<file path="config.mk">
export PLATFORM = sky130hd
export DESIGN_NAME = umstr_udp_tx_sched
export DESIGN_NICKNAME = d
export VERILOG_FILES = /design/src/rtl/umstr_udp_tx_sched.sv
export SDC_FILE = /design/constraint.sdc
export NUM_CORES = 1
export LEC_CHECK = 0
export ABC_AREA = 1
export BUFFER_PORTS_ARGS = -buffer_cell sky130_fd_sc_hd__buf_2
export CAP_MARGIN = 20
export CORE_UTILIZATION = 45
export CTS_BUF_LIST = sky130_fd_sc_hd__clkbuf_8
export CTS_CLUSTER_DIAMETER = 200
export DETAILED_ROUTE_END_ITERATION = 10
export GPL_TIMING_DRIVEN = 0
export PLACE_DENSITY = 0.7
export SYNTH_ARGS = -nofsm -noshare
export SYNTH_HDL_FRONTEND = slang
export SYNTH_SLANG_ARGS = --single-unit
</file>
<file path="constraint.sdc">
create_clock -name clk -period 2 [get_ports clk]
set_input_delay 0.3 -clock clk [delete_from_list [all_inputs] [get_ports clk]]
set_output_delay 0.3 -clock clk [all_outputs]
set_load 0.02 [all_outputs]
</file>
<file path="src/rtl/umstr_udp_tx_sched.sv">
// umstr_udp_tx_sched: packet-level weighted round-robin grant
// for the UDP transmit mux, with mid-packet stall watchdog.
module umstr_udp_tx_sched #(
  parameter int NUM_SRC  = 3,
  parameter int WEIGHT_W = 4,
  parameter int TMO_CYC  = 1024,
  parameter int CNT_W    = 16
) (
  input  logic                        clk,
  input  logic                        reset_n,
  input  logic [NUM_SRC-1:0]          src_tvld_i,
  input  logic [NUM_SRC-1:0]          src_tlast_i,
  input  logic [NUM_SRC*WEIGHT_W-1:0] weight_i,
  input  logic                        beat_acc_i,
  output logic [NUM_SRC-1:0]          grant_o,
  output logic                        grant_vld_o,
  output logic [$clog2(NUM_SRC)-1:0]  grant_id_o,
  output logic                        sop_o,
  output logic                        abort_o,
  output logic [NUM_SRC*CNT_W-1:0]    pkt_cnt_o
);

  localparam int ID_W = $clog2(NUM_SRC);
  localparam int WD_W = $clog2(TMO_CYC);

  typedef enum logic [1:0] {
    IDLE,
    GRANT,
    SWITCH
  } state_t;

  state_t              state_q, state_d;
  logic [NUM_SRC-1:0]  grant_q, grant_d;
  logic [ID_W-1:0]     gid_q, gid_d;
  logic [ID_W-1:0]     rr_q, rr_d;
  logic [WEIGHT_W-1:0] credit_q, credit_d;
  logic                in_pkt_q, in_pkt_d;
  logic [WD_W-1:0]     wd_q;
  logic [CNT_W-1:0]    cnt_q [NUM_SRC];

  logic                win_vld;
  logic [ID_W-1:0]     win_id;
  logic [ID_W-1:0]     rr_nxt;
  logic [WEIGHT_W-1:0] wsel;
  logic [WEIGHT_W-1:0] wload;
  logic [WEIGHT_W-1:0] credit_dec;
  logic [WEIGHT_W-1:0] cred_nxt;
  logic                tvld_g;
  logic                tlast_g;
  logic                other_req;
  logic                pkt_end;
  logic                abort;
  logic                bnd;
  logic                take;

  assign tvld_g    = |(src_tvld_i & grant_q);
  assign tlast_g   = |(src_tlast_i & grant_q);
  assign other_req = |(src_tvld_i & ~grant_q);

  assign pkt_end = (state_q == GRANT) & beat_acc_i & tlast_g;

  // a beat accepted in the expiry cycle counts as progress
  assign abort = (state_q == GRANT) & in_pkt_q & ~tvld_g
               & ~beat_acc_i & ~pkt_end
               & (wd_q == WD_W'(TMO_CYC - 1));

  // credit saturates at zero while a lone source keeps the mux
  assign credit_dec = (credit_q == '0) ? '0 : credit_q - 1'b1;

  assign wload  = (wsel == '0) ? WEIGHT_W'(1) : wsel;
  assign rr_nxt = (win_id == ID_W'(NUM_SRC - 1)) ? '0
                : win_id + 1'b1;

  // round-robin winner search from rr pointer, plus its weight
  always_comb begin
    int j;
    j       = 0;
    win_vld = 1'b0;
    win_id  = '0;
    wsel    = '0;
    for (int i = NUM_SRC - 1; i >= 0; i--) begin
      j = int'(rr_q) + i;
      if (j >= NUM_SRC) j = j - NUM_SRC;
      if (src_tvld_i[j]) begin
        win_vld = 1'b1;
        win_id  = ID_W'(j);
      end
    end
    for (int k = 0; k < NUM_SRC; k++) begin
      if (win_id == ID_W'(k))
        wsel = weight_i[k*WEIGHT_W +: WEIGHT_W];
    end
  end

  // next-state and grant bookkeeping
  always_comb begin
    state_d  = state_q;
    grant_d  = grant_q;
    gid_d    = gid_q;
    rr_d     = rr_q;
    credit_d = credit_q;
    in_pkt_d = in_pkt_q;
    cred_nxt = credit_q;
    bnd      = 1'b0;
    take     = 1'b0;
    unique case (state_q)
      IDLE: begin
        take = win_vld;
      end
      GRANT: begin
        if (abort) begin
          state_d  = SWITCH;
          grant_d  = '0;
          gid_d    = '0;
          in_pkt_d = 1'b0;
          credit_d = '0;
        end else begin
          if (beat_acc_i) in_pkt_d = ~tlast_g;
          if (pkt_end)    credit_d = credit_dec;
          cred_nxt = pkt_end ? credit_dec : credit_q;
          bnd      = pkt_end | (~in_pkt_q & ~beat_acc_i);
          // hand over only when someone else is waiting
          if (bnd && other_req &&
              (cred_nxt == '0 || !tvld_g)) begin
            state_d = SWITCH;
            grant_d = '0;
            gid_d   = '0;
          end
        end
      end
      SWITCH: begin
        take = win_vld;
        if (!win_vld) state_d = IDLE;
      end
      default: begin
        state_d = IDLE;
      end
    endcase
    if (take) begin
      state_d  = GRANT;
      grant_d  = NUM_SRC'(1) << win_id;
      gid_d    = win_id;
      rr_d     = rr_nxt;
      credit_d = wload;
      in_pkt_d = 1'b0;
    end
  end

  // scheduler state registers
  always_ff @(posedge clk or negedge reset_n) begin
    if (!reset_n) begin
      state_q  <= IDLE;
      grant_q  <= '0;
      gid_q    <= '0;
      rr_q     <= '0;
      credit_q <= '0;
      in_pkt_q <= 1'b0;
    end else begin
      state_q  <= state_d;
      grant_q  <= grant_d;
      gid_q    <= gid_d;
      rr_q     <= rr_d;
      credit_q <= credit_d;
      in_pkt_q <= in_pkt_d;
    end
  end

  // watchdog: counts source-idle cycles inside a packet
  always_ff @(posedge clk or negedge reset_n) begin
    if (!reset_n) begin
      wd_q <= '0;
    end else if (state_q == GRANT && in_pkt_q && !abort) begin
      if (beat_acc_i)
        wd_q <= '0;
      else if (!tvld_g)
        wd_q <= wd_q + 1'b1;
    end else begin
      wd_q <= '0;
    end
  end

  // completed-packet counters, free-running wrap
  always_ff @(posedge clk or negedge reset_n) begin
    if (!reset_n) begin
      for (int k = 0; k < NUM_SRC; k++) cnt_q[k] <= '0;
    end else begin
      for (int k = 0; k < NUM_SRC; k++) begin
        if (pkt_end && grant_q[k])
          cnt_q[k] <= cnt_q[k] + 1'b1;
      end
    end
  end

  for (genvar k = 0; k < NUM_SRC; k++) begin : g_cnt
    assign pkt_cnt_o[k*CNT_W +: CNT_W] = cnt_q[k];
  end

  assign grant_o     = grant_q;
  assign grant_vld_o = |grant_q;
  assign grant_id_o  = gid_q;
  assign sop_o       = grant_vld_o & ~in_pkt_q;
  assign abort_o     = abort;

endmodule
</file>
==> results of run 1 <==
==> where the power goes <==
part	internal (mW)	switching (mW)	total [mW]	leakage, nW
registers	1.68	0.190	1.87	0.955
logic	0.958	1.51	2.47	1.63
clock network	0.707	0.531	1.24	0.117
==> layer usage <==
layer,track usage,vias up,part of all wire
met5,0,-,0
met4,0.07179,0,0.016
met3,0.04369,13,0.037
met2,0.3145,70,0.49
met1,0.2387,1522,0.46
li1,-,1591,-
==> cells in the mapped netlist, types with 2 or more instances <==
library cell | instances | area [µm²]
nand3_1 | 29 | 145.1
a21oi_1 | 10 | 50.05
nor2_2 | 4 | 25.02
inv_1 | 44 | 165.2
and3_1 | 2 | 12.51
nor2_1 | 24 | 90.09
nand4_1 | 13 | 81.33
nand2_1 | 98 | 367.9
nand2_4 | 3 | 33.78
dfrtp_1 | 72 | 1802
nand3_2 | 5 | 50.05
o21ai_0 | 10 | 50.05
nor4_1 | 2 | 12.51
a31oi_1 | 2 | 12.51
nand2_2 | 3 | 18.77
ha_1 | 9 | 112.6
nor3_1 | 7 | 35.03
xor2_1 | 31 | 271.5
inv_2 | 3 | 11.26
xnor2_1 | 19 | 166.4
nor2_4 | 9 | 101.4
==> sequential cells by signal (all words and copies together), names as in the netlist <==
register / cells
wd_q: 10
grant_o: 3
grant_id_o: 2
in_pkt_q: 1
state_q: 2
pkt_cnt_o: 48
rr_q: 2
credit_q: 4
==> per-stage QoR <==
step	hold slack, ns	instances	utilization
after floorplan	0.004409	416	-
after global placement	0.4507	597	0.5266
after detailed placement	0.4533	597	0.5269
after CTS	0.1215	628	0.5782
after global routing	0.1612	648	0.6166
final	0.07432	648	0.6166
==> layout by cell type (no fill, tap or decap), types with 3 or more instances in the layout <==
| master | Yosys | final |
|---|---|---|
| nand3_4 | 1 | 6 |
| nand4_1 | 13 | 13 |
| o21ai_0 | 10 | 8 |
| nand2_4 | 3 | 8 |
| ha_1 | 9 | 5 |
| nand3_1 | 29 | 22 |
| a21oi_1 | 10 | 9 |
| xnor2_1 | 19 | 19 |
| nor2_2 | 4 | 4 |
| inv_2 | 3 | 9 |
| nand3_2 | 5 | 7 |
| dfrtp_1 | 72 | 71 |
| buf_2 | 0 | 74 |
| clkbuf_8 | 0 | 13 |
| nor3_1 | 7 | 7 |
| nor2_1 | 24 | 22 |
| buf_4 | 0 | 32 |
| inv_1 | 44 | 38 |
| ha_4 | 0 | 3 |
| nand2_1 | 98 | 86 |
| nand2_2 | 3 | 10 |
| buf_6 | 0 | 5 |
| xor2_1 | 31 | 31 |
| nor2_4 | 9 | 11 |
==> final timing paths <==
check,slack [ns],end,startpoint,cells after the start
worst min register to register,0.46,pkt_cnt_o[31]$_DFFE_PN0P_,pkt_cnt_o[31]$_DFFE_PN0P_,1
min in group clk,0.24,credit_q[2]$_DFFE_PN0P_,weight_i[2],3
worst max register to register,0.08,pkt_cnt_o[31]$_DFFE_PN0P_,grant_o[1]$_DFFE_PN0P_,13
worst max-delay path,-0.10,abort_o,wd_q[1]$_DFFE_PN0P_,8
max in group asynchronous,1.27,grant_o[0]$_DFFE_PN0P_,reset_n,1
worst min-delay path,0.07,pkt_cnt_o[19]$_DFFE_PN0P_,reset_n,1
==> cell type report <==
type                    count  share of cell area
clock buffers              13             0.03532
flip-flops and latches     72              0.3559
multi-input cells         296              0.4070
inverters                  48             0.03655
repair buffers            111              0.1316
clock inverters             3            0.007656
well taps                 105             0.02593
==> logic make-up after synthesis <==
logic type                 after synthesis  share of synthesized area
AOI/OAI and AO/OA                       28                    0.04529
xor gates and xnor gates                50                     0.1149
adders and majority gates                9                    0.02954
buffers and inverters                   48                    0.04759
DFF                                     72                     0.4726
muxes                                    1                   0.002954
and+or+nand+nor                        208                     0.2872
==> critical path: cells and delay by family (launching register included) <==
family | cells | cell delay [ns]
adders and majority gates | 1 | 0.18
DFF | 1 | 0.41
buffers and inverters | 1 | 0.13
and+or+nand+nor | 6 | 0.76
==> timing repair <==
item / 4_1_cts / 5_1_grt
pin swaps: 6 / 20
endpoints found under the hold margin: 0 / 0
setup buffers: 15 / 20
resized for setup: 21 / 45
endpoints found under the setup margin: 20 / 15
==> results.py, run 1 <==
metrics = {
    "worst_setup_path": {
        "critPathRequiredTime_ns": 1.70,
        "worst-path-max-fanout": 3,
        "critPathCaptureType": "output pin",
        "setup.worst_path.class": "reg2out",
        "cp.arrival_ns": 1.80,
        "path_cells": "ha_4 -> nand3_4 -> nor4_4 -> nand3_1 -> nor2_1 -> nand2_1 -> nor2_2 -> buf_6",
        "slowest_delay_ns": 0.41,
        "critical-path-slowest-cell": "dfrtp_1",
        "start_kind": "flop",
    },
    "grt": {
        "gr-total-overflow": 0,
        "grt_pass1_wl_um": 13060,
        "antenna_found_initial": 0,
        "grt_max_degree": 73,
        "grt_pass1_vias": 3018,
        "grtUsageTotal": 0.1893,
    },
    "die": {
        "row_count": 33,
        "dieHeight_um": 94.05,
        "start_util": 0.4640,
        "die_x_um": 94.05,
        "ios": 77,
        "die-area_mm2": 0.008844,
        "core_area_mm2": 0.008217,
    },
    "sta": {
        "final_hold_viol_count": 0,
        "rsz0062_at_grt": "yes",
        "finalCriticalPeriod_ns": 2.104,
        "final_max_slew_viol_count": 0,
        "fin_ws_ns": -0.1041,
        "finalCritPeriodShare": 1.052,
        "setup_viol": 1,
        "max_freq_mhz": 475.3,
        "tightest_slew_ns": 0.8972,
        "relSlewSlack": 0.4019,
        "tns_ns": -0.1041,
        "clock_skew_ns": 0.003989,
    },
    "synthesis": {
        "synth-main-ff-cell": "dfrtp_1",
        "mappedNetlistNets": 446,
        "ys_warn_count": 0,
        "netlist_instances": 416,
        "ys_types": 38,
        "synth_area_mm2": 0.003812,
        "ys_seq_elements": 72,
        "synth-edff-count": 0,
        "ys_seq_area_frac": 0.4726,
        "syn_area_per_cell_um2": 9.164,
        "synthArstFlopShare": 1.000,
    },
    "min_path": {
        "min_path_type": "in2async",
    },
    "detailed_routing": {
        "totalWireLength_um": 8392,
        "drc_errors": 0,
        "ant_nets": 0,
        "vias": 3196,
        "avgViaCountPerCell": 4.932,
        "drtPass1Iterations": 4,
        "wl_per_cell_um": 12.95,
        "drt_iter0_markers": 100,
    },
    "layout": {
        "antenna_cells": 0,
        "area_growth_pct": 32.88,
        "finish.instance_area_mm2": 0.005066,
        "fillers": 700,
        "nets": 568,
        "seqCellArea_mm2": 0.001803,
        "multi_input_area_mm2": 0.002062,
        "layout-drive-gt1-share": 0.3738,
    },
    "power_and_ir_drop": {
        "cellPowerDensity_mw_per_mm2": 1101,
        "p_leak_nw": 2.702,
        "total_power_mw": 5.576,
        "vdd_drop_max_mv": 0.8839,
    },
    "clocking": {
        "cts_buffer_depth": 2,
        "cts_tree": "yes",
        "clk_pin_slew_ns": 0.07,
        "worstSkewPairLatency_ns": 0.34,
        "ctsHoldBuffers": 0,
        "cts_sinks": 72,
        "cts-root-buf": "clkbuf_8",
        "htree_levels": 3,
        "cts_buffers": 9,
    },
    "run_status": {
        "run_status": "complete, but fails checks",
        "violations": "negative setup slack",
    },
    "place": {
        "place_congestion": 0.8386,
        "place_area_mm2": 0.004329,
        "place_ws_ns": -0.2380,
        "io_buffer_count": 76,
        "hpwlAfterDp_um": 5519,
    },
    "job": {
        "cap_violations": 0,
    },
}
Note: power is estimated with default switching activity, not from simulation.
==> run 2: changes to the inputs <==
--- a/config.mk
+++ b/config.mk
@@ -6,5 +6,4 @@
 export NUM_CORES = 1
 export LEC_CHECK = 0
-export ABC_AREA = 1
 export BUFFER_PORTS_ARGS = -buffer_cell sky130_fd_sc_hd__buf_2
 export CAP_MARGIN = 20
==> constraint.sdc (replaced) <==
create_clock -name clk -period 2 [get_ports clk]
set_input_delay 0.3 -clock clk [delete_from_list [all_inputs] [get_ports clk]]
set_output_delay 0.3 -clock clk [all_outputs]
set_load 0.005 [all_outputs]
==> run 2 against run 1 <==
Against the previous run: the run still ends with negative setup slack left; sequential power is 3% higher; synthesized cell count is 17% lower; count of clock-buffer cells in the layout shrank 4; synthesized area shrank 5.0%; global-route usage rose by 0.72 points; setup slack better by 0.0074 ns; sequential cell count stayed put; maximum frequency rose by 0.35%; critical endpoint is now credit_q[1]$_DFFE_PN0P_.
==> results.py, run 2 <==
metrics = {
    "die": {
        "die_x_um": 91.72,
        "row_count": 32,
        "die-area_mm2": 0.008413,
        "core_area_mm2": 0.007767,
        "ios": 77,
        "start_util": 0.4663,
        "dieHeight_um": 91.72,
    },
    "grt": {
        "grtUsageTotal": 0.1965,
        "grt_max_degree": 73,
        "gr-usage-met1": 0.2493,
        "grt_pass1_vias": 2965,
        "grtUsageMet3": 0.04726,
        "met2_usage": 0.3221,
        "antenna_found_initial": 0,
        "gr-total-overflow": 0,
        "grt_pass1_wl_um": 13220,
        "grt_busiest_layer": "met2",
    },
    "run_status": {
        "run_status": "complete, but fails checks",
        "violations": "negative setup slack",
    },
    "worst_setup_path": {
        "start_kind": "flop",
        "critPathCaptureType": "flop",
        "path_cells": "inv_4 -> ha_4 -> or3b_4 -> o311a_4 -> o21ai_4 -> or2_4 -> o21ai_2 -> a221o_1",
        "critPathLaunch": "rr_q[0]$_DFFE_PN0P_",
        "cp.arrival_ns": 2.33,
        "slowest_delay_ns": 0.48,
        "critPathRequiredTime_ns": 2.24,
        "path_delay_family": "compound AO/OA/AOI/OAI gates",
        "worst-path-max-fanout": 5,
        "crit_buf_inv": 1,
        "critical-path-slowest-cell": "dfrtp_2",
        "setup.worst_path.class": "reg2reg",
        "reg2reg_from": "rr_q[0]$_DFFE_PN0P_",
    },
    "clocking": {
        "cts_buffers": 9,
        "clk_pin_slew_ns": 0.08,
        "worstSkewPairLatency_ns": 0.35,
        "cts-root-buf": "clkbuf_8",
        "cts_sinks": 72,
        "ctsHoldBuffers": 0,
        "cts_buffer_depth": 2,
        "htree_levels": 3,
        "cts_tree": "yes",
    },
    "sta": {
        "setup_viol": 11,
        "finalCriticalPeriod_ns": 2.097,
        "rsz0062_at_grt": "yes",
        "tightest_slew_ns": 0.8950,
        "finalCritPeriodShare": 1.048,
        "whs_ns": 0.07113,
        "max_freq_mhz": 476.9,
        "fin_ws_ns": -0.09674,
        "final_max_slew_viol_count": 0,
        "final_hold_viol_count": 0,
        "relSlewSlack": 0.4033,
        "tns_ns": -0.4548,
        "clock_skew_ns": 0.01114,
    },
    "synthesis": {
        "synth-edff-count": 0,
        "netlist_instances": 346,
        "syn_area_per_cell_um2": 10.47,
        "ys_seq_elements": 72,
        "ys_top_cells_by_count": "dfrtp_1, nand2_1, xnor2_1",
        "synth_top_area_cell": "dfrtp_1",
        "yosys.area.top_type_share": 0.4974,
        "synth_area_mm2": 0.003622,
        "synthArstFlopShare": 1.000,
        "yosysMostFrequentCell": "dfrtp_1",
        "mappedNetlistNets": 376,
        "ys_seq_area_frac": 0.4974,
        "synth_area_leaders": "dfrtp_1, xnor2_1, xor2_1, nand2_1, ha_1",
        "synth-main-ff-cell": "dfrtp_1",
        "ys_warn_count": 0,
        "ys_types": 52,
    },
    "layout": {
        "seqCellArea_mm2": 0.001804,
        "post-route-util": 0.6421,
        "layout-drive-gt1-share": 0.4017,
        "final_cell_mix": "buf_2, dfrtp_1, nand2_1, xnor2_1, buf_4",
        "area_growth_pct": 37.69,
        "largest_register_ffs": 48,
        "fillers": 605,
        "nets": 493,
        "antenna_cells": 0,
        "final_common_cell": "buf_2",
        "multi_input_area_mm2": 0.002074,
    },
    "place": {
        "hpwlAfterDp_um": 5251,
        "place_ws_ns": -0.4145,
        "place_congestion": 0.8562,
        "io_buffer_count": 76,
    },
    "power_and_ir_drop": {
        "vdd_drop_max_mv": 0.9450,
        "cellPowerDensity_mw_per_mm2": 1221,
        "total_power_mw": 6.088,
        "p_leak_nw": 2.499,
    },
    "detailed_routing": {
        "vias": 3063,
        "drc_errors": 0,
        "totalWireLength_um": 8240,
        "wl_per_cell_um": 14.46,
        "avgViaCountPerCell": 5.374,
        "drt_iter0_markers": 120,
        "drtPass1Iterations": 4,
        "ant_nets": 0,
    },
    "job": {
        "cap_violations": 0,
    },
    "min_path": {
        "min_path_type": "in2async",
    },
}
run 2: what timing repair did:
item,CTS,global route
gates resized for setup,31,58
pin swaps,12,28
buffers inserted,19,12
endpoints found under the setup margin,49,39
run 2: path summary, 6_finish.rpt:
| kind | to | slack (ns) | depth (start not counted) |
|---|---|---|---|
| worst max register to register | credit_q[1]$_DFFE_PN0P_ | -0.1 | 8 |
| min in group clk | credit_q[0]$_DFFE_PN0P_ | 0.22 | 3 |
| worst min register to register | pkt_cnt_o[47]$_DFFE_PN0P_ | 0.47 | 1 |
| max in group asynchronous | rr_q[0]$_DFFE_PN0P_ | 1.29 | 1 |
| worst min-delay path | pkt_cnt_o[40]$_DFFE_PN0P_ | 0.07 | 1 |
| worst max-delay path | credit_q[1]$_DFFE_PN0P_ | -0.1 | 8 |
run 2: kinds of logic (layout without fill, tap and decap cells):
group | count (synthesis) | in the layout | synth area share
and+or+nand+nor | 136 | 136 | 0.1952
DFF | 72 | 72 | 0.4974
xor gates and xnor gates | 54 | 54 | 0.1306
AOI/OAI and AO/OA | 49 | 49 | 0.09845
buffers and inverters | 18 | 140 | 0.02418
adders and majority gates | 9 | 9 | 0.03109
muxes | 8 | 8 | 0.02314
run 2: layout make-up:
cell class / count / share of cell area
Clock inverter: 7 / 0.02534
Sequential cell: 72 / 0.3618
Buffer: 4 / 0.008279
Inverter: 13 / 0.01029
Clock buffer: 9 / 0.02484
Timing Repair Buffer: 107 / 0.1279
Multi-Input combinational cell: 256 / 0.4160
Tap cell: 102 / 0.02559
run 2: metrics by stage:
stage	instance area (µm²)	cells
final	4987	570
after global routing	4987	570
after CTS	4639	558
after detailed placement	4145	524
after global placement	4143	524
after floorplan	3635	346
run 2: layer usage:
metal | vias to the layer above | routed length (µm)
li1 | 1445 | -
met1 | 1507 | 3738
met2 | 95 | 3906
met3 | 16 | 418
met4 | 0 | 177
met5 | - | 0
run 2: power by group:
part           switching (mW)  internal (mW)  total (mW)  leakage (nW)
clock network           0.597          0.846        1.44         0.122
registers               0.247           1.67        1.92         0.971
logic                    1.34           1.38        2.72          1.41
==> run 3: changes to the inputs <==
Settings changed: PLACE_DENSITY 0.7 to 0.81.
==> run 3 against run 2 <==
Against the previous run: the flow still finishes with violations (negative setup slack); combinational power is 6% lower; register-to-register slack better by 0.03 ns; non-clock buffer count is 3 lower; die area stayed put; first-iteration DRC count is 33% higher; critical endpoint is now grant_o[2]$_DFFE_PN0P_; count of clock-buffer cells in the layout is 2 higher; design area is 3.2% lower; critical path depth is 1 lower; utilization is 2.1 points lower; sequential power hardly changed.
==> results.py, run 3 (synthesized netlist as in run 2, its figures left out) <==
metrics = {
    "power_and_ir_drop": {
        "vdd_drop_max_mv": 1.050,
        "cellPowerDensity_mw_per_mm2": 1171,
        "p_leak_nw": 2.385,
    },
    "layout": {
        "final_cell_mix": "buf_2, dfrtp_1, nand2_1, xnor2_1, buf_4",
        "layout-drive-gt1-share": 0.3871,
        "fillers": 617,
        "finish.instance_area_mm2": 0.004826,
        "area_growth_pct": 33.23,
        "largest_register_ffs": 48,
        "final_common_cell": "buf_2",
        "antenna_cells": 0,
        "post-route-util": 0.6213,
        "nets": 490,
    },
    "sta": {
        "setup_viol": 6,
        "finalCritPeriodShare": 1.031,
        "rsz0062_at_grt": "yes",
        "finalCriticalPeriod_ns": 2.063,
        "final_hold_viol_count": 0,
        "max_freq_mhz": 484.8,
        "final_max_slew_viol_count": 0,
        "tightest_slew_ns": 0.9261,
        "fin_ws_ns": -0.06260,
        "relSlewSlack": 0.3826,
        "clock_skew_ns": 0.01229,
    },
    "worst_setup_path": {
        "critical-path-slowest-cell": "dfrtp_1",
        "start_kind": "flop",
        "crit_buf_inv": 1,
        "path_cells": "a222oi_1 -> buf_4 -> nor3b_2 -> mux2i_1 -> a41oi_2 -> a21boi_4 -> o21ai_0",
        "critPathCaptureType": "flop",
        "critPathRequiredTime_ns": 2.22,
        "slowest_delay_ns": 0.42,
        "worst-path-max-fanout": 6,
        "cp.arrival_ns": 2.29,
        "setup.worst_path.class": "reg2reg",
        "path_delay_family": "compound AO/OA/AOI/OAI gates",
    },
    "detailed_routing": {
        "vias": 2977,
        "totalWireLength_um": 8417,
        "drtPass1Iterations": 4,
        "ant_nets": 0,
        "drc_errors": 0,
        "avgViaCountPerCell": 5.250,
        "drt_iter0_markers": 159,
        "wl_per_cell_um": 14.84,
    },
    "clocking": {
        "cts_tree": "yes",
        "cts_buffers": 9,
        "worstSkewPairLatency_ns": 0.35,
        "cts_buffer_depth": 2,
        "cts_sinks": 72,
        "clk_pin_slew_ns": 0.08,
        "cts-root-buf": "clkbuf_8",
        "htree_levels": 3,
    },
    "die": {
        "row_count": 32,
        "die-area_mm2": 0.008413,
        "dieHeight_um": 91.72,
        "die_x_um": 91.72,
        "ios": 77,
        "start_util": 0.4663,
        "core_area_mm2": 0.007767,
    },
    "grt": {
        "grtUsageTotal": 0.1995,
        "antenna_found_initial": 0,
        "grt_pass1_vias": 2889,
        "gr-total-overflow": 0,
        "grt_pass1_wl_um": 13250,
        "grt_max_degree": 73,
    },
    "job": {
        "cap_violations": 0,
    },
    "run_status": {
        "run_status": "complete, but fails checks",
        "violations": "negative setup slack",
    },
    "min_path": {
        "min_path_type": "in2async",
    },
    "place": {
        "place_area_mm2": 0.004145,
        "hpwlAfterDp_um": 5392,
        "place_congestion": 0.8151,
        "io_buffer_count": 76,
    },
}
==> run 3: worst register-to-register path, delay by kind of cell (launching register included) <==
family                 cells  cell delay [ns]
buffers and inverters      1             0.23
muxes                      1             0.24
DFF                        1             0.42
and+or+nand+nor            1             0.06
AOI/OAI and AO/OA          4             0.98
==> run 3: area by class of cell <==
class                      count  area, µm²  share of cell area
buffer                         2      22.52            0.004667
clock buffer                  11      151.4             0.03137
tap                          102      127.6             0.02645
inverter                      13      48.80             0.01011
multi-input combinational    256       1984              0.4112
sequential                    72       1804              0.3739
timing repair buffer         106      631.9              0.1309
clock inverter                 5      55.05             0.01141
==> run 3: path summary, 6_finish.rpt <==
path,from,depth (start not counted),slack [ns],end
max reg2reg,grant_o[0]$_DFFE_PN0P_,7,-0.06,grant_o[2]$_DFFE_PN0P_
min in group clk,weight_i[0],3,0.22,credit_q[0]$_DFFE_PN0P_
max,grant_o[0]$_DFFE_PN0P_,7,-0.06,grant_o[2]$_DFFE_PN0P_
max in group asynchronous,reset_n,1,1.25,rr_q[0]$_DFFE_PN0P_
min reg2reg,pkt_cnt_o[47]$_DFFE_PN0P_,1,0.46,pkt_cnt_o[47]$_DFFE_PN0P_
min,reset_n,1,0.07,pkt_cnt_o[47]$_DFFE_PN0P_
==> run 3: metal layers <==
metal,track usage,part of all wire
met2,0.3358,0.50
met1,0.2520,0.43
met3,0.05224,0.054
met5,0,0
met4,0.06120,0.014
==> run 3: timing repair <==
action | in CTS | in global routing
setup endpoints to repair | 49 | 43
resized for setup | 24 | 50
pin swaps | 13 | 20
hold buffers | 0 | 0
buffers inserted | 22 | 8
==> run 3: stage by stage <==
step	setup WS (ns)	total power, mW	hold WS (ns)	instances	setup TNS (ns)
final	-0.06260	5.650	0.06728	567	-0.2504
after detailed placement	-0.3952	3.619	0.4610	524	-10.41
after CTS	-0.02239	5.289	0.1158	561	-0.04419
after global placement	-0.3187	3.535	0.4529	524	-7.454
after global routing	-0.1873	5.979	0.1476	567	-2.067
after floorplan	-0.01811	3.086	0.004409	346	-0.01811
==> run 3: power by group <==
part,total (mW),internal (mW),leakage (nW),switching [mW]
sequential,1.90,1.67,0.971,0.229
clock,1.20,0.640,0.101,0.559
combinational,2.55,1.25,1.31,1.30
total,5.65,3.57,2.39,2.08
